File: config.mk
export PLATFORM = sky130hd
export DESIGN_NAME = sync_fifo_parallel_gather
export DESIGN_NICKNAME = d
export VERILOG_FILES = /design/src/rtl/sync_fifo_parallel_gather.sv
export SDC_FILE = /design/constraint.sdc
export NUM_CORES = 2
export LEC_CHECK = 0
export CORE_MARGIN = 2
export CORE_UTILIZATION = 57
export CTS_BUF_LIST = sky130_fd_sc_hd__clkbuf_8
export DETAILED_ROUTE_END_ITERATION = 12
export GPL_TIMING_DRIVEN = 1
export PLACE_DENSITY = 0.89
export SLEW_MARGIN = 30
export SYNTH_ARGS = -nofsm -noshare
export SYNTH_HDL_FRONTEND = slang
export SYNTH_SLANG_ARGS = --single-unit
File: constraint.sdc
create_clock -name clk -period 19.8 [get_ports clk]
set_input_delay 2.97 -clock clk [delete_from_list [all_inputs] [get_ports clk]]
set_output_delay 2.97 -clock clk [all_outputs]
set_load 0.02 [all_outputs]
File: src/rtl/sync_fifo_parallel_gather.sv
// Narrow-to-wide gather FIFO: packs NUM_SPLITS narrow words (lane 0 first) into a show-ahead wide FIFO.
// Optional partial-word flush with per-entry lane mask when SYNC_FIFO_GATHER_FLUSH_EN is defined.
module sync_fifo_parallel_gather #(
   parameter int SPLIT_WIDTH          = 32,
   parameter int NUM_SPLITS           = 8,
   parameter int NUM_SPLITS_BIT_WIDTH = 3,
   parameter int FIFO_DEPTH           = 8,
   parameter int APPARENT_DEPTH       = 6,
   parameter int POINTER_SIZE         = 4
) (
   input  logic                              clk,
   input  logic                              rst,
   input  logic                              valid,
   input  logic [SPLIT_WIDTH-1:0]            data,
   input  logic                              read,
`ifdef SYNC_FIFO_GATHER_FLUSH_EN
   input  logic                              flush,
`endif
   output logic                              fifoFull,
   output logic                              fifoEmpty,
   output logic                              overflow,
   output logic [NUM_SPLITS*SPLIT_WIDTH-1:0] out
`ifdef SYNC_FIFO_GATHER_FLUSH_EN
   ,
   output logic [NUM_SPLITS-1:0]             outMask
`endif
);

   localparam int WIDE  = NUM_SPLITS * SPLIT_WIDTH;
   localparam int PTR_W = $clog2(FIFO_DEPTH);
   localparam logic [NUM_SPLITS_BIT_WIDTH-1:0] LAST_LANE = NUM_SPLITS_BIT_WIDTH'(NUM_SPLITS - 1);

   logic [NUM_SPLITS_BIT_WIDTH-1:0] lane_q, lane_d;
   logic [WIDE-1:0]                 gather_q, gather_d;
   logic [PTR_W-1:0]                wr_ptr_q, wr_ptr_d;
   logic [PTR_W-1:0]                rd_ptr_q, rd_ptr_d;
   logic [POINTER_SIZE-1:0]         count_q, count_d;
   logic                            fifo_full_q, fifo_full_d;
   logic                            overflow_q, overflow_d;

   logic [WIDE-1:0] mem_q [FIFO_DEPTH];
   logic [WIDE-1:0] commit_word;
   logic            commit;
   logic            pop;
   logic            drop;
   logic            wr_en;

`ifdef SYNC_FIFO_GATHER_FLUSH_EN
   logic [NUM_SPLITS-1:0]         mask_mem_q [FIFO_DEPTH];
   logic [NUM_SPLITS-1:0]         commit_mask;
   logic [NUM_SPLITS_BIT_WIDTH:0] fill;
`endif

   always_comb begin
      commit_word = gather_q;
      if (valid) begin
         commit_word[lane_q*SPLIT_WIDTH +: SPLIT_WIDTH] = data;
      end
`ifdef SYNC_FIFO_GATHER_FLUSH_EN
      // A flush only commits if at least one lane holds data (including this cycle's word).
      commit = (valid && (lane_q == LAST_LANE)) || (flush && (valid || (lane_q != '0)));
      fill   = {1'b0, lane_q} + {{NUM_SPLITS_BIT_WIDTH{1'b0}}, valid};
      for (int k = 0; k < NUM_SPLITS; k++) begin
         commit_mask[k] = (k < int'(fill));
      end
`else
      commit = valid && (lane_q == LAST_LANE);
`endif

      lane_d   = lane_q;
      gather_d = gather_q;
      if (commit) begin
         lane_d   = '0;
         gather_d = '0;
      end else if (valid) begin
         lane_d   = lane_q + 1'b1;
         gather_d = commit_word;
      end

      pop   = read && (count_q != '0);
      // A simultaneous pop frees the head slot, so a commit at full occupancy still lands.
      drop  = commit && (count_q == POINTER_SIZE'(FIFO_DEPTH)) && !pop;
      wr_en = commit && !drop;

      wr_ptr_d = wr_en ? wr_ptr_q + 1'b1 : wr_ptr_q;
      rd_ptr_d = pop   ? rd_ptr_q + 1'b1 : rd_ptr_q;

      count_d = count_q;
      case ({wr_en, pop})
         2'b10:   count_d = count_q + 1'b1;
         2'b01:   count_d = count_q - 1'b1;
         default: count_d = count_q;
      endcase

      overflow_d  = overflow_q | drop;
      fifo_full_d = (count_q >= POINTER_SIZE'(APPARENT_DEPTH));
   end

   always_ff @(posedge clk or posedge rst) begin
      if (rst) begin
         lane_q      <= '0;
         gather_q    <= '0;
         wr_ptr_q    <= '0;
         rd_ptr_q    <= '0;
         count_q     <= '0;
         fifo_full_q <= 1'b0;
         overflow_q  <= 1'b0;
      end else begin
         lane_q      <= lane_d;
         gather_q    <= gather_d;
         wr_ptr_q    <= wr_ptr_d;
         rd_ptr_q    <= rd_ptr_d;
         count_q     <= count_d;
         fifo_full_q <= fifo_full_d;
         overflow_q  <= overflow_d;
      end
   end

   // Storage needs no reset: out is forced to zero whenever the FIFO is empty.
   always_ff @(posedge clk) begin
      if (wr_en) begin
         mem_q[wr_ptr_q] <= commit_word;
`ifdef SYNC_FIFO_GATHER_FLUSH_EN
         mask_mem_q[wr_ptr_q] <= commit_mask;
`endif
      end
   end

   always_comb begin
      fifoEmpty = (count_q == '0);
      fifoFull  = fifo_full_q;
      overflow  = overflow_q;
      out       = fifoEmpty ? '0 : mem_q[rd_ptr_q];
`ifdef SYNC_FIFO_GATHER_FLUSH_EN
      outMask   = fifoEmpty ? '0 : mask_mem_q[rd_ptr_q];
`endif
   end

endmodule

==> Word level (Yosys, flattened, before mapping) <==
Memories as Yosys holds them, arrays and structs flattened.
Cells that the tools add are included.
W data, S select, Z words.
{ "word_totals": {"out_inout_bits": 259, "mem_bits_rw": 2048, "elab_cells": 43, "memories": 1, "inputBits": 36, "reg_bits": 271} }
{ "mem_list": {"columns": ["memory", "words", "width", "rd", "rd_clocked_by_memory_dff", "wr", "line", "source"], "rows": [
  ["mem_q", 8, 256, 1, 0, 1, "41", "logic [WIDE-1:0] mem_q [FIFO_DEPTH];"]
]} }
{ "op_classes": {"magnitude_cmp": 1, "eq_ne": 4, "shift": 2, "muxes": 10, "n_addsub": 6, "n_bitwise": 1, "n_reduce_logical": 11} }
{ "op_table": {"columns": ["op", "count"], "rows": [
  ["$mux W256", 4],
  ["$bwmux W256", 1],
  ["$shift A32 B34 Y256 const A", 1],
  ["$shiftx A32 B34 Y256", 1],
  ["$neg A8 Y34", 1],
  ["$add A3 B1 Y3 const B", 3],
  ["$pmux W4 S2", 1],
  ["$mux W3", 2],
  ["$logic_and A1 B1 Y1", 5],
  ["$add A4 B1 Y4 const B", 1],
  ["$eq A4 B4 Y1 const B", 1],
  ["$ge A4 B3 Y1 const B", 1],
  ["$logic_not A4 Y1", 1],
  ["$reduce_bool A2 Y1", 2],
  ["$reduce_bool A4 Y1", 1],
  ["$sub A4 B1 Y4 const B", 1],
  ["$eq A3 B3 Y1 const B", 1],
  ["$eq A2 B1 Y1 const B", 1],
  ["$eq A2 B2 Y1 const B", 1],
  ["$logic_not A1 Y1", 2],
  ["$mux W1", 2],
  ["$or A1 B1 Y1", 1]
]} }

==> Logic depth before layout (Yosys ltp) <==
{ "logic_depth": {"depth_word": 8, "depth_mapped": 12} }

==> Least setup slack after synthesis <==
No wires, ideal clock.
{ "synth_timing": {"path_type": "input-to-reg", "from": "in read", "to": "mem mem_q[1][0] (netlist name) (enable)", "slack_ns": -2.402, "setup_time_ns": 1.186, "n_path_buf": 1, "t_arrival_ns": 21.016, "required_time_ns": 18.614, "stages": 5, "cell_sequence": "clkbuf_1 > nor2b_1 > a21oi_1 > nand2_1 > nor3_1"} }
{ "synth_between": {"elab_chain_len": 7} }
{ "synth_lines": {"columns": ["item", "line", "source"], "rows": [
  ["from (decl)", "15", "input logic read,"],
  ["$logic_and A1 B1 Y1", "80", "pop = read && (count_q != '0);"],
  ["$logic_not A1 Y1", "82", "drop = commit && (count_q == POINTER_SIZE'(FIFO_DEPTH)) && !pop;"],
  ["$logic_and A1 B1 Y1", "82", null],
  ["$logic_not A1 Y1", "83", "wr_en = commit && !drop;"],
  ["$logic_and A1 B1 Y1", "83", null],
  ["$mux W1", "121", "if (wr_en) begin"],
  ["$mux W1 (not written as such)", "122", "mem_q[wr_ptr_q] <= commit_word;"],
  ["to (decl)", "41", null]
]} }
No other way between the ends.

==> Worst setup path after layout <==
{ "layout_timing": {"from": "reg rd_ptr_q[1]", "to": "out out[188]"} }
{ "layout_between": {"elab_chain_len": 2} }
{ "layout_lines": {"columns": ["item", "line", "source"], "rows": [
  ["from (decl)", "36", "logic [PTR_W-1:0] rd_ptr_q, rd_ptr_d;"],
  ["from (signal assigned)", "112", "rd_ptr_q <= rd_ptr_d;"],
  ["$mem_v2 Z8 W256", null, null],
  ["$mux W256", "133", "out = fifoEmpty ? '0 : mem_q[rd_ptr_q];"],
  ["to (decl)", "22", "output logic [NUM_SPLITS*SPLIT_WIDTH-1:0] out"]
]} }
No other way between the ends.

==> metrics.md <==
| Metric | Value |
|---|---|
| Worst Setup End Kind | output port |
| Final ANT Viol Nets | 0 |
| Synth unique cells | 55 |
| Initial antenna violation count | 13 |
| Port bufs | 294 |
| Placer Congestion | between 0.8 and 0.9 |
| Area leader, netlist | edfxtp_1 |
| Setup tns final | 0 ps |
| CP Class | reg2out |
| Vias/cell | 6.69 |
| Chip height | roughly 400 µm |
| Logic pwr share | 0.372 |
| Total GRT Usage | 0.296 |
| Net Switching | 5.66 mW |
| Top cell type's share of synthesized area | 0.673 |
| Area grow syn2layout | 13.6% |
| Max Slew Vio Count | 0 |
| Placed Instances | 6931 |
| Max clock buf depth | 4 |
| Sequential area share after synthesis | 0.747 |
| Most frequent cells in the layout | edfxtp_1 (2048), mux4_2 (512), clkbuf_8 (386), nand2_1 (314), clkdlybuf4s50_1 (290) |
| Final WL | about 240000 µm |
| Power Internal | 10.6 mW |
| Fill cell count | 9290 |
| Core Area | 0.159 mm² |
| Fin nets | 5271 |
| DRC violations left | 0 |
| Post-CTS Setup Bufs | 0 |
| Req. time, crit path | 16830 ps |
| Vias | 50900 |
| Reg power frac | 0.391 |
| Clock Power Share | 0.236 |
| RSZ-0062 raised after global routing | no |
| Setup-failing EPs final | 0 |
| Worst Tran Pin Value | 1250 ps |
| Synthesized cell area | 0.0914 mm² |
| Clock Tree Root | clkbuf_8 |
| I/O pin count | 295 |
| Syn Area/Cell | 19.2 µm² |
| Pwr per Cell Area | 156 mW/mm² |
| Post-synth EDFFs | 2048 |
| Total power | between 15 and 20 mW |
| Layout cells sized above 1 | 0.232 |
| Fin util | 0.654 |
| Die width | between 400 and 500 µm |
| Worst slew margin | 0.167 |
| Ys Warns | 0 |
| Final Hold Fails | 0 |
| Max Cap Viol | 0 |
| Status | finished, final reports clean |
| Fmax | 0.115 GHz |
| Skew-Pair Late Insertion Delay | 1080 ps |
| Htree depth | 5 |
| Hpwl dp | about 130000 µm |
| Largest net degree at the start of global routing | 125 |
| Non-filler cells, final | 7603 |
| Clk sinks | 2319 |
| Worst-path fanout max | between 60 and 70 |
| Violation count after the first detailed-route iteration | 7838 |
| Number of global-route vias before repair | 51400 |
| Syn nets | around 4800 |
| Top cells by area, synth | edfxtp_1 (67%), mux4_2 (13%), dfrtp_1 (7.4%) |
| Cells after synthesis | 4753 |
| Die ar. | 0.164 mm² |
| 1st-pass router iterations | 8 |
| Register bit total from synthesis | 2319 |
| Initial core utilization | 0.576 |
| Fin crit share | 0.439 |
| CTS tree | done |
| Sw Share | 0.349 |
| Leakage | 36.4 nW |
| Hold Path Class | reg2reg |
| Post_cts resized | 0 |
| Most common cell after layout, fill and taps aside | edfxtp_1 |
| Total CTS buffers | 358 |
| Clock Skews | 79.0 ps |
| Minimum clock period | 8690 ps |
| First-pass GRT wire length | ~350000 µm |
| Total grt overflow | 0 |
| Worst VDD drop | 117 µV |
| Hold Slack | 495 ps |
| Avg WL per Cell | 31.9 µm |
| Row count | between 100 and 150 |
| Clock-pin slew on the worst setup and hold paths | approximately 70 ps |
| Hold bufs inserted after CTS | 0 |
| Arrival @ worst endpoint | between 5000 and 6000 ps |
| FFs w/ async S/R, synth | 0.117 |
| Crit path launch type | flop |
| Top FF cell, synth | edfxtp_1 |
-- per-layer routing --
| layer | wire length (µm) | GRT usage | part of all wire |
|---|---|---|---|
| met5 | 103 | 0 | 0.00042 |
| met4 | 14000 | 0.162 | 0.058 |
| met3 | 32300 | 0.0830 | 0.13 |
| met2 | 114000 | 0.451 | 0.47 |
| met1 | 82700 | 0.391 | 0.34 |
-- state kept, by name, summed over array words and instances (netlist names) --
signal	flops
fifoFull	1
rd_ptr_q	3
lane_q	3
mem_q	2048
gather_q	256
wr_ptr_q	3
overflow	1
count_q	4
-- power by group through the flow --
| stage | clock, mW | sequential, mW | combinational, mW |
|---|---|---|---|
| floorplan | 0 | 6.36 | 3.65 |
| global placement | 0 | 6.44 | 5.68 |
| detailed placement | 0 | 6.45 | 5.89 |
| CTS | 3.86 | 6.36 | 5.96 |
| global route | 4.06 | 6.37 | 6.34 |
| finish | 3.84 | 6.35 | 6.04 |
-- worst paths after layout --
check	to	slack [ps]	cells past startpoint	start
max	out[188]	11110	7	rd_ptr_q[1]$_DFFE_PP0P_
min	gather_q[32]$_DFFE_PP0P_	500	1	gather_q[32]$_DFFE_PP0P_
max reg2reg	mem_q[0][77]$_DFFE_PP_	14170	9	lane_q[0]$_DFFE_PP0P_
min reg2reg	gather_q[32]$_DFFE_PP0P_	500	1	gather_q[32]$_DFFE_PP0P_
max in group asynchronous	rd_ptr_q[0]$_DFFE_PP0P_	15270	4	rst
min in group asynchronous	gather_q[141]$_DFFE_PP0P_	2480	2	rst
-- area by class of cell --
| type | count | area [µm²] | share of cell area |
|---|---|---|---|
| Sequential cell | 2319 | 68300 | 0.658 |
| Multi-Input combinational cell | 1983 | 21400 | 0.206 |
| Clock buffer | 386 | 5310 | 0.0512 |
| Tap cell | 2072 | 2590 | 0.0250 |
| Timing Repair Buffer | 415 | 4170 | 0.0402 |
| Inverter | 146 | 563 | 0.00542 |
| Antenna cell | 32 | 80.1 | 0.000771 |
| Clock inverter | 250 | 1440 | 0.0139 |
-- logic make-up after synthesis --
family / Yosys count / share of synthesized area
AOI/OAI and AO/OA: 361 / 0.0289
xor gates and xnor gates: 6 / 0.000575
and+or+nand+nor: 732 / 0.0331
muxes: 872 / 0.168
buffers and inverters: 451 / 0.0207
adders and majority gates: 12 / 0.00173
DFF: 2319 / 0.747
-- synth_stat cells, types with 51 or more instances --
library cell / count
edfxtp_1: 2048
mux4_2: 512
nand2_1: 315
nor2_1: 293
dfrtp_1: 271
mux2i_1: 270
inv_1: 143
clkbuf_1: 130
buf_2: 93
a22o_1: 83
mux2_2: 71
a21oi_1: 69
buf_1: 68
o22ai_1: 58
nand3_1: 57
o21ai_0: 51
-- through the flow --
| step | cell area [µm²] | setup slack, ps |
|---|---|---|
| detailed placement | 96800 | 11930 |
| global placement | 96600 | 11960 |
| global route | 104000 | 11070 |
| finish | 104000 | 11110 |
| floorplan | 91400 | 4480 |
| CTS | 104000 | 10780 |
-- critical path, stage by stage, from the launching register on --
cell,delay (ps)
dfrtp_4,720
buf_16,310
buf_4,720
buf_4,830
mux4_2,420
mux2i_1,680
nor2_1,240
clkdlybuf4s50_1,610
(Power assumes the default switching activity.)
